## src/rtl/pll_reset_seq_pkg.sv

```systemverilog
`default_nettype none
// ---------------------------------------------------------------------------
// pll_reset_seq_pkg: FSM state encodings and elaboration-time helpers
// Revision: 1.0
// ---------------------------------------------------------------------------
package pll_reset_seq_pkg;

    localparam logic [1:0] S_PLL_RST   = 2'd0;
    localparam logic [1:0] S_WAIT_LOCK = 2'd1;
    localparam logic [1:0] S_STABLE    = 2'd2;
    localparam logic [1:0] S_RUN       = 2'd3;

    function automatic int clog2(input int value);
        int res;
        int v;
        res = 0;
        v   = value - 1;
        while (v > 0) begin
            res = res + 1;
            v   = v >> 1;
        end
        return res;
    endfunction

    function automatic int max3(input int a, input int b, input int c);
        int m;
        m = (a > b) ? a : b;
        return (m > c) ? m : c;
    endfunction

endpackage
`default_nettype wire

```

## src/rtl/sync_bit.sv

```systemverilog
`default_nettype none
// ---------------------------------------------------------------------------
// sync_bit: multi-stage single-bit synchronizer with async active-high clear
// Revision: 1.0
// ---------------------------------------------------------------------------
module sync_bit #(
    parameter int STAGES = 2
) (
    input  logic clk,
    input  logic rst,
    input  logic d_i,
    output logic q_o
);

    logic [STAGES-1:0] sync_q;

    always_ff @(posedge clk or posedge rst) begin
        if (rst) begin
            sync_q <= '0;
        end else begin
            sync_q <= {sync_q[STAGES-2:0], d_i};
        end
    end

    assign q_o = sync_q[STAGES-1];

endmodule
`default_nettype wire

```

## src/rtl/pll_reset_seq.sv

```systemverilog
`default_nettype none
// ---------------------------------------------------------------------------
// pll_reset_seq: PLL reset / lock supervisor producing the system reset
// Optional: define PLL_RESET_SEQ_STATS_EN to implement relock_count.
// Revision: 1.0
// ---------------------------------------------------------------------------
module pll_reset_seq
    import pll_reset_seq_pkg::*;
#(
    parameter int SYNC_STAGES    = 2,
    parameter int PLL_RST_CYCLES = 16,
    parameter int LOCK_TIMEOUT   = 65536,
    parameter int STABLE_CYCLES  = 1024,
    parameter int CNT_W          = 8
) (
    input  logic             refclk,
    input  logic             rst,
    input  logic             locked,
    output logic             pll_rst,
    output logic             sys_rst,
    output logic [1:0]       state,
    output logic [CNT_W-1:0] relock_count
);

    localparam int CW = clog2(max3(PLL_RST_CYCLES, LOCK_TIMEOUT, STABLE_CYCLES)) + 1;

    localparam logic [CW-1:0] c_PLL_RST_LAST = CW'(PLL_RST_CYCLES - 1);
    localparam logic [CW-1:0] c_LOCK_LAST    = CW'(LOCK_TIMEOUT - 1);
    localparam logic [CW-1:0] c_STABLE_LAST  = CW'(STABLE_CYCLES - 1);

    logic          lk;
    logic [1:0]    state_q;
    logic [1:0]    state_d;
    logic [CW-1:0] cnt_q;
    logic [CW-1:0] cnt_d;
    logic          pll_rst_q;
    logic          sys_rst_q;

    sync_bit #(
        .STAGES (SYNC_STAGES)
    ) u_lock_sync (
        .clk (refclk),
        .rst (rst),
        .d_i (locked),
        .q_o (lk)
    );

    // Shared counter: restarts from zero on every state change
    always_comb begin
        state_d = state_q;
        cnt_d   = cnt_q + 1'b1;
        case (state_q)
            S_PLL_RST: begin
                if (cnt_q == c_PLL_RST_LAST) begin
                    state_d = S_WAIT_LOCK;
                    cnt_d   = '0;
                end
            end
            S_WAIT_LOCK: begin
                if (lk) begin
                    state_d = S_STABLE;
                    cnt_d   = '0;
                end else if (cnt_q == c_LOCK_LAST) begin
                    state_d = S_PLL_RST;
                    cnt_d   = '0;
                end
            end
            S_STABLE: begin
                if (!lk) begin
                    state_d = S_WAIT_LOCK;
                    cnt_d   = '0;
                end else if (cnt_q == c_STABLE_LAST) begin
                    state_d = S_RUN;
                    cnt_d   = '0;
                end
            end
            default: begin
                cnt_d = '0;
                if (!lk) begin
                    state_d = S_PLL_RST;
                end
            end
        endcase
    end

    // Outputs decoded from the next state so they change with state_q
    always_ff @(posedge refclk or posedge rst) begin
        if (rst) begin
            state_q   <= S_PLL_RST;
            cnt_q     <= '0;
            pll_rst_q <= 1'b1;
            sys_rst_q <= 1'b1;
        end else begin
            state_q   <= state_d;
            cnt_q     <= cnt_d;
            pll_rst_q <= (state_d == S_PLL_RST);
            sys_rst_q <= (state_d != S_RUN);
        end
    end

    assign pll_rst = pll_rst_q;
    assign sys_rst = sys_rst_q;
    assign state   = state_q;

`ifdef PLL_RESET_SEQ_STATS_EN
    logic             relock_ev;
    logic [CNT_W-1:0] relock_q;

    assign relock_ev = ((state_q == S_WAIT_LOCK) && !lk && (cnt_q == c_LOCK_LAST)) ||
                       ((state_q == S_RUN) && !lk);

    always_ff @(posedge refclk or posedge rst) begin
        if (rst) begin
            relock_q <= '0;
        end else if (relock_ev && (relock_q != {CNT_W{1'b1}})) begin
            relock_q <= relock_q + 1'b1;
        end
    end

    assign relock_count = relock_q;
`else
    assign relock_count = '0;
`endif

endmodule
`default_nettype wire
```

## config.mk

```make
export PLATFORM = sky130hd
export DESIGN_NAME = pll_reset_seq
export DESIGN_NICKNAME = d
export VERILOG_FILES = /design/src/rtl/pll_reset_seq_pkg.sv /design/src/rtl/sync_bit.sv /design/src/rtl/pll_reset_seq.sv
export SDC_FILE = /design/constraint.sdc
export NUM_CORES = 1
export LEC_CHECK = 0
export BUFFER_PORTS_ARGS = -buffer_cell sky130_fd_sc_hd__buf_4
export CAP_MARGIN = 20
export CORE_UTILIZATION = 61
export DETAILED_ROUTE_END_ITERATION = 16
export GPL_TIMING_DRIVEN = 0
export PLACE_DENSITY = 0.83
export REMOVE_ABC_BUFFERS = 1
export SYNTH_ARGS = -nofsm -noshare
export SYNTH_HDL_FRONTEND = slang
export SYNTH_SLANG_ARGS = --single-unit
```

## constraint.sdc

```tcl
create_clock -name refclk -period 3.4 [get_ports refclk]
set_clock_uncertainty 0.1 [all_clocks]
set_input_delay 0.68 -clock refclk [delete_from_list [all_inputs] [get_ports refclk]]
set_output_delay 0.68 -clock refclk [all_outputs]
set_load 0.005 [all_outputs]
```

# Word-level counts from Yosys, hierarchy flattened
# Index checks and enable logic that the tools add are counted.
# Widths: inputs -> output; s select.
# totals
regBits	23
in_bits	3
out_inout_bits	12
wordCells	27
# op_classes
add_sub_neg	1
eq_ne	6
mux	13
n_reduce_logical	2
# op_table
op	n
$mux 17	5
$pmux 17 s3	1
$add 17x1->17 const B	1
$eq 17x10->1 const B	1
$eq 17x16->1 const B	1
$eq 17x4->1 const B	1
$mux 2	6
$pmux 2 s3	1
$logic_not 2->1	2
$eq 2x1->1 const B	1
$eq 2x2->1 const B	1
$ne 2x2->1 const B	1

# Logic depth before layout (Yosys ltp)
# Gate-level depths: netlist (run 1).
# depth
ltp_word	5
depth_mapped	11
ltp_nobuf	9

# By module
# A second synthesis (run 1) with hierarchy kept.
# hier_totals
hier_cells	127
hier_area_um2	1268.7
# by_module_without_submodules
mod	instances	cells_each	area_per_inst_um2	seq_area_each_um2
pll_reset_seq	1	124	1214.9	528.0
sync_bit	1	3	53.8	50.0

# Worst setup path before layout (run 1)
# OpenSTA, ideal clock, no wires.
# synth_path
path_type	reg-to-reg
startpoint	reg cnt_q[6]
endpoint	reg cnt_q[0]
setup_ps	122
t_arrival_ps	2071
required_time_ps	3178
path_slack_ps	1106
path_stages_with_launch	11
path_buffers	2
synth_period_minus_slack_ps	2294
cell_sequence	dfrtp_1 and4_1 buf_6 nand3_4 nor3_1 and4_1 ha_1 o21bai_1 o31ai_4 buf_4 nor3_1
# synth_between
elab_chain_cells	4
elab_cells_between_ends	9
cone_classes	eq/ne (3); mux (6)
# synth_lines
item	line	rtl
start: declaration	pll_reset_seq.sv:34	logic [CW-1:0] cnt_q;
start signal: assignment	pll_reset_seq.sv:95	cnt_q <= cnt_d;
$eq 17x10->1 / $eq 17x16->1 (equally long branches)	pll_reset_seq.sv:72, pll_reset_seq.sv:63	
$mux 17 (on tied branches)	pll_reset_seq.sv:72, pll_reset_seq.sv:63	
$mux 17 (on tied branches)	pll_reset_seq.sv:69, pll_reset_seq.sv:60	
$pmux 17 s3 (*)	pll_reset_seq.sv:52	case (state_q)
net cnt_d[0]	pll_reset_seq.sv:35	logic [CW-1:0] cnt_d;
# The timed path passes the listed nets; every way through them passes the cells marked *.

# Final worst setup path (run 1)
# layout_path
startpoint	reg cnt_q[6]
endpoint	reg cnt_q[9]
# layout_between
elab_chain_cells	4
elab_cells_between_ends	10
cone_classes	add/sub (1); eq/ne (3); mux (6)
# layout_lines
item	line	rtl
$add 17x1->17, or another cell as far along	pll_reset_seq.sv:51	cnt_d = cnt_q + 1'b1;
$mux 17 (on tied branches)	pll_reset_seq.sv:72, pll_reset_seq.sv:63	
$mux 17 (on tied branches)	pll_reset_seq.sv:69, pll_reset_seq.sv:60	
$pmux 17 s3 (*)	pll_reset_seq.sv:52	
net cnt_d[9]	pll_reset_seq.sv:35	
# Marks and branches as above.

==> results.py, run 1 <==
metrics = {
    "cells_and_area": {
        "post-route-util": 0.674,
        "drive_above_1_share": 0.165,
        "fillers": 146,
        "final_nets": 141,
        "syn2layout_area_growth_pct": 3.09,
        "insertedDiodeCount": 0,
        "final_common_cell": "dfrtp_1",
        "layout_common_cells": "21 x dfrtp_1, 9 x nor3_1, 9 x nor2_1, 9 x xor2_1, 8 x conb_1",
    },
    "timing": {
        "setup_viol": 0,
        "timing.final.crit_share": 0.851,
        "holdWs_ps": 268,
        "tns_ps": 0,
        "finalHoldViolCount": 0,
        "max_freq_mhz": 346,
        "min_period_ps": 2890,
        "rsz0062_at_grt": "false",
        "worstMarginPinSlew_ps": 870,
        "slew_headroom": 0.419,
        "slew_viol_final": 0,
    },
    "global_routing": {
        "grt_overflow": 0,
        "grt_pass1_wl_um": 3690,
        "grt_pass1_vias": 835,
        "grt_usage": 0.235,
        "antenna_found_initial": 0,
        "grt_max_degree": 24,
    },
    "place": {
        "gp_congestion": 0.794,
        "portBuffers": 6,
        "hpwl_um": 1630,
    },
    "die": {
        "num_rows": 16,
        "dieWidth_um": 48.1,
        "core_um2": 1980,
        "io_pins": 15,
        "die_area_um2": 2310,
        "start_util": 0.653,
        "die_y_um": 48.1,
    },
    "setup_path": {
        "critical_path.cell_chain": "and4_1 > nand3_4 > nor3_1 > and4_1 > ha_1 > o21bai_1 > o31ai_4 > nor3_1",
        "cp_top_family": "simple AND/OR/NAND/NOR gates",
        "end_kind": "flip-flop",
        "crit_path_max_incr_delay_ps": 680,
        "cp.arrival_ps": 2970,
        "crit_buf_inv": 0,
        "critical_path_class": "flip-flop to flip-flop",
        "cp.required_ps": 3480,
        "cp_slowest_cell": "o31ai_4",
        "cp-start-kind": "flip-flop",
        "path_max_fanout": 16,
    },
    "detailed_routing": {
        "dr.pass1.iters": 4,
        "postRouteWirelength_um": 2300,
        "drtIter0Drc": 16,
        "wl_per_cell_um": 14.4,
        "drtAntennaViolNets": 0,
        "vias": 928,
        "drc": 0,
        "vias_per_cell": 5.80,
    },
    "power_and_ir_drop": {
        "vdd_drop_max_uv": 347,
        "p_per_area_nw_per_um2": 495,
        "leakage_uw": 0.000581,
    },
    "logic_synthesis": {
        "avgSynthCellArea_um2": 10.0,
        "yosysWarnings": 0,
        "ys_seq_elements": 23,
        "syn_area_um2": 1290,
        "async_flop_share": 1.00,
        "synth-main-ff-cell": "dfrtp_1",
        "ys_types": 39,
        "yosysSeqAreaShare": 0.446,
        "synth_edf_count": 0,
        "syn-instance-count": 129,
    },
    "clock_network": {
        "cts_made_buffers": 3,
        "cts_tree": "built",
        "clockBufferDepth": 2,
        "path_clk_slew_ps": 130,
        "ctsResizeCount": 0,
        "clkSinkCount": 23,
        "postCtsSetupRepairBufs": 0,
        "root_buffer": "clkbuf_4",
        "hold_buffers": 0,
        "htreeDepth": 1,
        "clk_latency_ps": 310,
    },
    "min_path": {
        "hold_class": "flip-flop to flip-flop",
    },
    "flow_run": {
        "maxCapViolCount": 0,
    },
    "run_status": {
        "status": "finished, final reports clean",
    },
}
[layer usage]
| layer | global-route usage | vias up | part of all wire |
|---|---|---|---|
| li1 | - | 448 | - |
| met1 | 0.325 | 464 | 0.47 |
| met2 | 0.386 | 12 | 0.51 |
| met3 | 0.0453 | 4 | 0.019 |
| met4 | 0.0500 | 0 | 0.0078 |
| met5 | 0 | - | 0 |
[report_power, final]
| part | internal [µW] | leakage, µW | total [µW] | switching, µW |
|---|---|---|---|---|
| sequential | 316 | 0.000303 | 354 | 38.4 |
| clock | 44.0 | 0.0000177 | 129 | 84.8 |
| combinational | 74.7 | 0.000261 | 177 | 103 |
| total | 435 | 0.000581 | 661 | 226 |
[path summary, 6_finish.rpt]
path,from,endpoint,slack [ps],cells after the start
setup / recovery,cnt_q[6],cnt_q[9],510,8
hold / removal,u_lock_sync.sync_q[0],u_lock_sync.sync_q[1],270,0
setup reg to reg,cnt_q[6],cnt_q[9],510,8
hold reg to reg,u_lock_sync.sync_q[0],u_lock_sync.sync_q[1],270,0
max in group asynchronous,rst,cnt_q[7],2240,2
min in group asynchronous,rst,u_lock_sync.sync_q[1],430,2
[area by class of cell]
type	instances	area [µm²]	share of cell area
clock buffers	3	22.5	0.0169
clock inverters	1	5.00	0.00375
inverters	5	18.8	0.0141
multi-input cells	95	632	0.473
flip-flops and latches	23	578	0.433
well taps	27	33.8	0.0253
repair buffers	6	45.0	0.0337
[worst register-to-register path, stage by stage, from the launching register on]
cell and delay [ps]:
dfrtp_1 460, and4_1 420, nand3_4 150, nor3_1 200, and4_1 230, ha_1 220
o21bai_1 140, o31ai_4 680, nor3_1 160
[registers in the layout, summed over array words and instances (netlist names)]
signal,flops
pll_rst,1
state,2
u_lock_sync.sync_q,2
sys_rst,1
cnt_q,17
[kinds of logic after synthesis]
family | share of synthesized area
compound gates | 0.101
xor+xnor | 0.0744
fa+ha+maj | 0.0386
buf+inv | 0.0860
flops | 0.446
other cells | 0.00290
simple gates | 0.250
[cell usage after synthesis, types with 2 or more instances]
cell type  instances  area [µm²]
o21bai_1           2        15.0
a21oi_1            4        20.0
buf_2              2        10.0
nand4_1            5        31.3
inv_1              5        18.8
or3_2              2        15.0
nor2_1             9        33.8
xor2_1             9        78.8
and4_1             4        35.0
dfrtp_1           21         526
buf_4              9        67.6
nor3_1             9        45.0
and2_1             2        12.5
nor4_1             2        12.5
xnor2_1            2        17.5
nand2_1            6        22.5
dfstp_2            2        52.6
o21ai_0            5        25.0
and3_2             2        15.0
nand3_1            5        25.0
ha_1               4        50.1
[through the flow]
step / power [µW] / instance area, µm² / setup WS [ps] / std cells
2_1_floorplan: 469 / 1230 / 1030 / 123
3_3_place_gp: 526 / 1310 / 661 / 156
3_5_place_dp: 534 / 1310 / 560 / 156
4_1_cts: 661 / 1340 / 549 / 160
5_1_grt: 698 / 1340 / 257 / 160
6_report: 661 / 1340 / 507 / 160
Power figures use the tool's default switching activity.
==> run 2, diff against run 1 <==
Settings changed: CORE_UTILIZATION 61 to 64, CTS_BUF_LIST set to sky130_fd_sc_hd__clkbuf_8, PLACE_DENSITY 0.83 to 0.86.
==> results.py, run 2 (synthesis gave the netlist of run 1 again) <==
metrics = {
    "run_status": {
        "status": "finished, final reports clean",
    },
    "setup_path": {
        "end_kind": "flip-flop",
        "cp-start-kind": "flip-flop",
        "cp.arrival_ps": 2850,
        "cp.required_ps": 3420,
        "critical_path_class": "flip-flop to flip-flop",
        "path_max_fanout": 16,
    },
    "place": {
        "hpwl_um": 1560,
        "gp_congestion": 0.742,
        "portBuffers": 6,
        "dp_cells": 154,
        "dpl_cell_area_um2": 1310,
    },
    "global_routing": {
        "antenna_found_initial": 0,
        "grt-busiest-layer": "met2",
        "grt_pass1_vias": 899,
        "use_met1": 0.304,
        "use_met3": 0.0423,
        "grt_usage": 0.260,
        "grt_overflow": 0,
        "grt_max_degree": 24,
        "use_met2": 0.469,
        "grt_pass1_wl_um": 3940,
    },
    "timing": {
        "max_freq_mhz": 353,
        "finalHoldViolCount": 0,
        "slew_headroom": 0.442,
        "tns_ps": 0,
        "min_period_ps": 2830,
        "worstMarginPinSlew_ps": 836,
        "setup_viol": 0,
        "timing.final.crit_share": 0.832,
        "rsz0062_at_grt": "false",
        "slew_viol_final": 0,
    },
    "power_and_ir_drop": {
        "p_per_area_nw_per_um2": 519,
        "leakage_uw": 0.000589,
        "vdd_drop_max_uv": 408,
    },
    "cells_and_area": {
        "final_nets": 141,
        "instances_no_fill": 158,
        "drive_above_1_share": 0.165,
        "final_cell_area_um2": 1350,
        "syn2layout_area_growth_pct": 4.35,
        "largest_reg_flops": 17,
        "max_flop_register": "cnt_q",
        "layout_common_cells": "21 x dfrtp_1, 9 x nor3_1, 9 x nor2_1, 9 x xor2_1, 8 x conb_1",
        "insertedDiodeCount": 0,
        "final_common_cell": "dfrtp_1",
    },
    "detailed_routing": {
        "drtIter0Drc": 13,
        "postRouteWirelength_um": 2360,
        "drtAntennaViolNets": 0,
        "vias": 920,
        "drc": 0,
        "vias_per_cell": 5.82,
        "dr.pass1.iters": 4,
        "wl_per_cell_um": 15.0,
    },
    "clock_network": {
        "clk_latency_ps": 260,
        "root_buffer": "clkbuf_8",
        "htreeDepth": 1,
        "cts_made_buffers": 3,
        "postCtsSetupRepairBufs": 0,
        "cts_tree": "built",
        "ctsResizeCount": 0,
        "path_clk_slew_ps": 80,
        "clkSinkCount": 23,
        "hold_buffers": 0,
        "clockBufferDepth": 2,
    },
    "die": {
        "dieWidth_um": 47.0,
        "die_y_um": 47.0,
        "core_um2": 1800,
        "start_util": 0.719,
        "io_pins": 15,
        "num_rows": 15,
        "die_area_um2": 2210,
    },
    "min_path": {
        "hold_class": "flip-flop to flip-flop",
    },
    "flow_run": {
        "maxCapViolCount": 0,
    },
}
-- run 2: cell counts in the layout (fill, tap and decap cells not counted) --
Identical to the previous run, type by type.
-- run 2: final cells by class --
type | count | area (µm²)
clock buffer | 3 | 41.3
clock inverter | 1 | 5.00
fill | 139 | 450
inverter | 5 | 18.8
multi-input combinational | 95 | 632
sequential | 23 | 578
tap | 25 | 31.3
timing repair buffer | 6 | 45.0
-- run 2: critical path: stages (launching register included) --
cell and delay [ps]:
dfrtp_1 430, and4_1 410, nand3_4 150, nor3_1 200, and4_1 220, ha_1 220, o21bai_1 140, o31ai_4 670
nor3_1 150
-- run 2: routing by layer --
layer	vias to the layer above	wire, µm
met2	27	1210
li1	447	-
met4	0	37
met1	441	1040
met5	-	0
met3	5	70
-- run 2: worst paths after layout --
path	start	to	slack, ps	depth (start not counted)
min in group asynchronous	rst	cnt_q[9]	480	2
max in group asynchronous	rst	state[1]	2200	2
max reg2reg	cnt_q[6]	cnt_q[5]	570	8
min	u_lock_sync.sync_q[0]	u_lock_sync.sync_q[1]	260	0
min reg2reg	u_lock_sync.sync_q[0]	u_lock_sync.sync_q[1]	260	0
max	cnt_q[6]	cnt_q[5]	570	8
-- run 2: power breakdown --
| group | switching, µW | internal (µW) | leakage (µW) | total, µW |
|---|---|---|---|---|
| sequential | 40.5 | 316 | 0.000303 | 357 |
| clock | 86.5 | 81.8 | 0.0000255 | 168 |
| combinational | 101 | 75.1 | 0.000261 | 176 |
| total | 228 | 473 | 0.000589 | 701 |
-- run 2: through the flow --
step | util | hold WS (ps) | setup WS, ps | power [µW]
after floorplan | - | 231 | 1030 | 469
after global routing | 0.750 | 282 | 295 | 749
after detailed placement | 0.724 | 243 | 597 | 537
after global placement | 0.724 | 233 | 684 | 526
final | 0.750 | 263 | 570 | 701
after CTS | 0.750 | 261 | 581 | 704
==> run 3, diff against run 2 <==
Settings changed: ABC_AREA set to 1, CORE_UTILIZATION 64 to 54, PLACE_DENSITY 0.86 to 0.77.
Clock period 3.4 ns to 2.4 ns, I/O delays scaled along.
==> results.py, run 3 <==
metrics = {
    "logic_synthesis": {
        "syn_area_um2": 1420,
        "async_flop_share": 1.00,
        "synth_most_common_cell": "inv_1",
        "synth-main-ff-cell": "dfrtp_1",
        "synth_top_area_frac": 0.371,
        "ys_types": 30,
        "avgSynthCellArea_um2": 8.04,
        "yosysTopAreaCell": "dfrtp_1",
        "yosysSeqAreaShare": 0.408,
        "synth_edf_count": 0,
        "synth_common_cells": "29 x inv_1, 28 x nand2_1, 21 x dfrtp_1",
        "yosysWarnings": 0,
        "synth_area_leaders": "dfrtp_1 37%, inv_1 7.7%, nand2_1 7.4%",
        "syn-instance-count": 176,
        "ys_seq_elements": 23,
    },
    "place": {
        "gp_congestion": 0.867,
        "hpwl_um": 2120,
        "dp_slack_ps": 48.0,
        "portBuffers": 6,
        "dpl_cell_area_um2": 1460,
    },
    "clock_network": {
        "clockBufferDepth": 2,
        "clk_latency_ps": 260,
        "cts_tree": "built",
        "cts_made_buffers": 3,
        "clkSinkCount": 23,
        "path_clk_slew_ps": 80,
        "root_buffer": "clkbuf_8",
        "htreeDepth": 1,
    },
    "die": {
        "dieWidth_um": 53.2,
        "die_area_um2": 2830,
        "io_pins": 15,
        "num_rows": 18,
        "start_util": 0.571,
        "die_y_um": 53.2,
        "core_um2": 2480,
    },
    "min_path": {
        "hold_class": "primary input to flip-flop",
    },
    "timing": {
        "slew_viol_final": 0,
        "worstMarginPinSlew_ps": 841,
        "finalHoldViolCount": 0,
        "max_freq_mhz": 446,
        "timing.final.crit_share": 0.935,
        "setup_slack_ps": 156,
        "rsz0062_at_grt": "true",
        "slew_headroom": 0.439,
        "setup_viol": 0,
        "min_period_ps": 2240,
    },
    "power_and_ir_drop": {
        "seqPwrFrac": 0.478,
        "power_frac_clock": 0.215,
        "leakage_uw": 0.000784,
        "p_sw_uw": 409,
        "p_per_area_nw_per_um2": 713,
        "swShare": 0.373,
        "vdd_drop_max_uv": 487,
        "p_int_uw": 687,
        "p_comb_frac": 0.307,
    },
    "cells_and_area": {
        "final_cell_area_um2": 1540,
        "final_common_cell": "inv_1",
        "max_flop_register": "cnt_q",
        "layout_common_cells": "30 x inv_1, 28 x nand2_1, 21 x dfrtp_1",
        "post-route-util": 0.620,
        "syn2layout_area_growth_pct": 8.58,
        "drive_above_1_share": 0.172,
        "insertedDiodeCount": 0,
        "final_nets": 194,
        "largest_reg_flops": 17,
    },
    "global_routing": {
        "use_met3": 0.0489,
        "grt_overflow": 0,
        "grt-busiest-layer": "met2",
        "use_met1": 0.252,
        "antenna_found_initial": 0,
        "grt_usage": 0.228,
        "grt_max_degree": 24,
        "grt_pass1_wl_um": 4570,
        "grt_pass1_vias": 1088,
        "use_met2": 0.422,
    },
    "detailed_routing": {
        "vias_per_cell": 5.16,
        "vias": 1114,
        "drtAntennaViolNets": 0,
        "dr.pass1.iters": 4,
        "drtIter0Drc": 40,
        "postRouteWirelength_um": 2760,
        "wl_per_cell_um": 12.8,
        "drc": 0,
    },
    "setup_path": {
        "cp.arrival_ps": 2300,
        "cp-start-kind": "flip-flop",
        "path_max_fanout": 6,
        "end_kind": "flip-flop",
        "critical_path_class": "flip-flop to flip-flop",
        "cp.required_ps": 2460,
    },
    "run_status": {
        "status": "finished, final reports clean",
    },
    "flow_run": {
        "maxCapViolCount": 0,
    },
}
## run 3: changes by cell type after synthesis, moves of 3 or more
cell,change
a21oi_1,+4
and4_1,-4
inv_1,+24
inv_2,+3
nand2_1,+22
nand3_1,+11
nand3_2,+3
nor2_1,+6
nor3_1,-4
nor3_2,+3
xor2_1,-4
## run 3: cells by family (layout without fill, tap and decap cells)
logic type | after synthesis | in the layout | share of synthesized area
xor gates and xnor gates | 6 | 6 | 0.0371
and+or+nand+nor | 83 | 83 | 0.315
DFF | 23 | 23 | 0.408
buffers and inverters | 40 | 43 | 0.127
adders and majority gates | 5 | 5 | 0.0424
AOI/OAI and AO/OA | 18 | 18 | 0.0672
other | 1 | 8 | 0.00265
## run 3: metrics by stage
| step | instances | hold slack, ps | setup TNS (ps) | total power, µW |
|---|---|---|---|---|
| 3_5_place_dp | 211 | 252 | 0 | 850 |
| 3_3_place_gp | 211 | 246 | 0 | 826 |
| 6_report | 216 | 217 | 0 | 1100 |
| 4_1_cts | 215 | 219 | 0 | 1080 |
| 5_1_grt | 216 | 212 | -14.1 | 1170 |
| 2_1_floorplan | 175 | 231 | 0 | 743 |
## run 3: area by class of cell
cell class | instances | area, µm²
fillers | 206 | 941
flip-flops and latches | 23 | 578
well taps | 30 | 37.5
inverters | 32 | 120
repair buffers | 7 | 52.6
clock inverters | 1 | 3.75
multi-input cells | 120 | 703
clock buffers | 3 | 41.3
## run 3: final timing paths
check	startpoint	endpoint	slack (ps)	depth (start not counted)
worst max-delay path	cnt_q[0]	state[0]	160	11
worst min-delay path	locked	u_lock_sync.sync_q[0]	220	1
worst max register to register	cnt_q[0]	state[0]	160	11
worst min register to register	u_lock_sync.sync_q[0]	u_lock_sync.sync_q[1]	260	0
max in group asynchronous	rst	cnt_q[3]	1390	2
min in group asynchronous	rst	state[0]	290	2
## run 3: power by group through the flow
stage	logic (µW)	registers, µW	clock network [µW]
after floorplan	230	513	0
after global placement	308	518	0
after detailed placement	327	522	0
after CTS	327	515	239
after global routing	385	537	253
final	337	523	236
## run 3: worst max-delay path, stage by stage, from the launching register on
cell and delay [ps]:
dfrtp_1 400, ha_2 230, nand3_4 130, nor3_4 230
nand2_1 140, nor4_4 200, ha_1 220, nor3_2 70
a21oi_2 140, nand3_2 120, o21ai_0 90, inv_1 70
## run 3: repair_timing
action / in CTS / in global routing
resized for setup: 0 / 4
setup buffers: 0 / 1
hold buffers: 0 / 0
setup endpoints to repair: 0 / 12
## run 3: layer usage
metal	wire length, µm	share of wire
met1	1230	0.44
met2	1370	0.50
met3	112	0.041
met4	48	0.017
met5	0	0
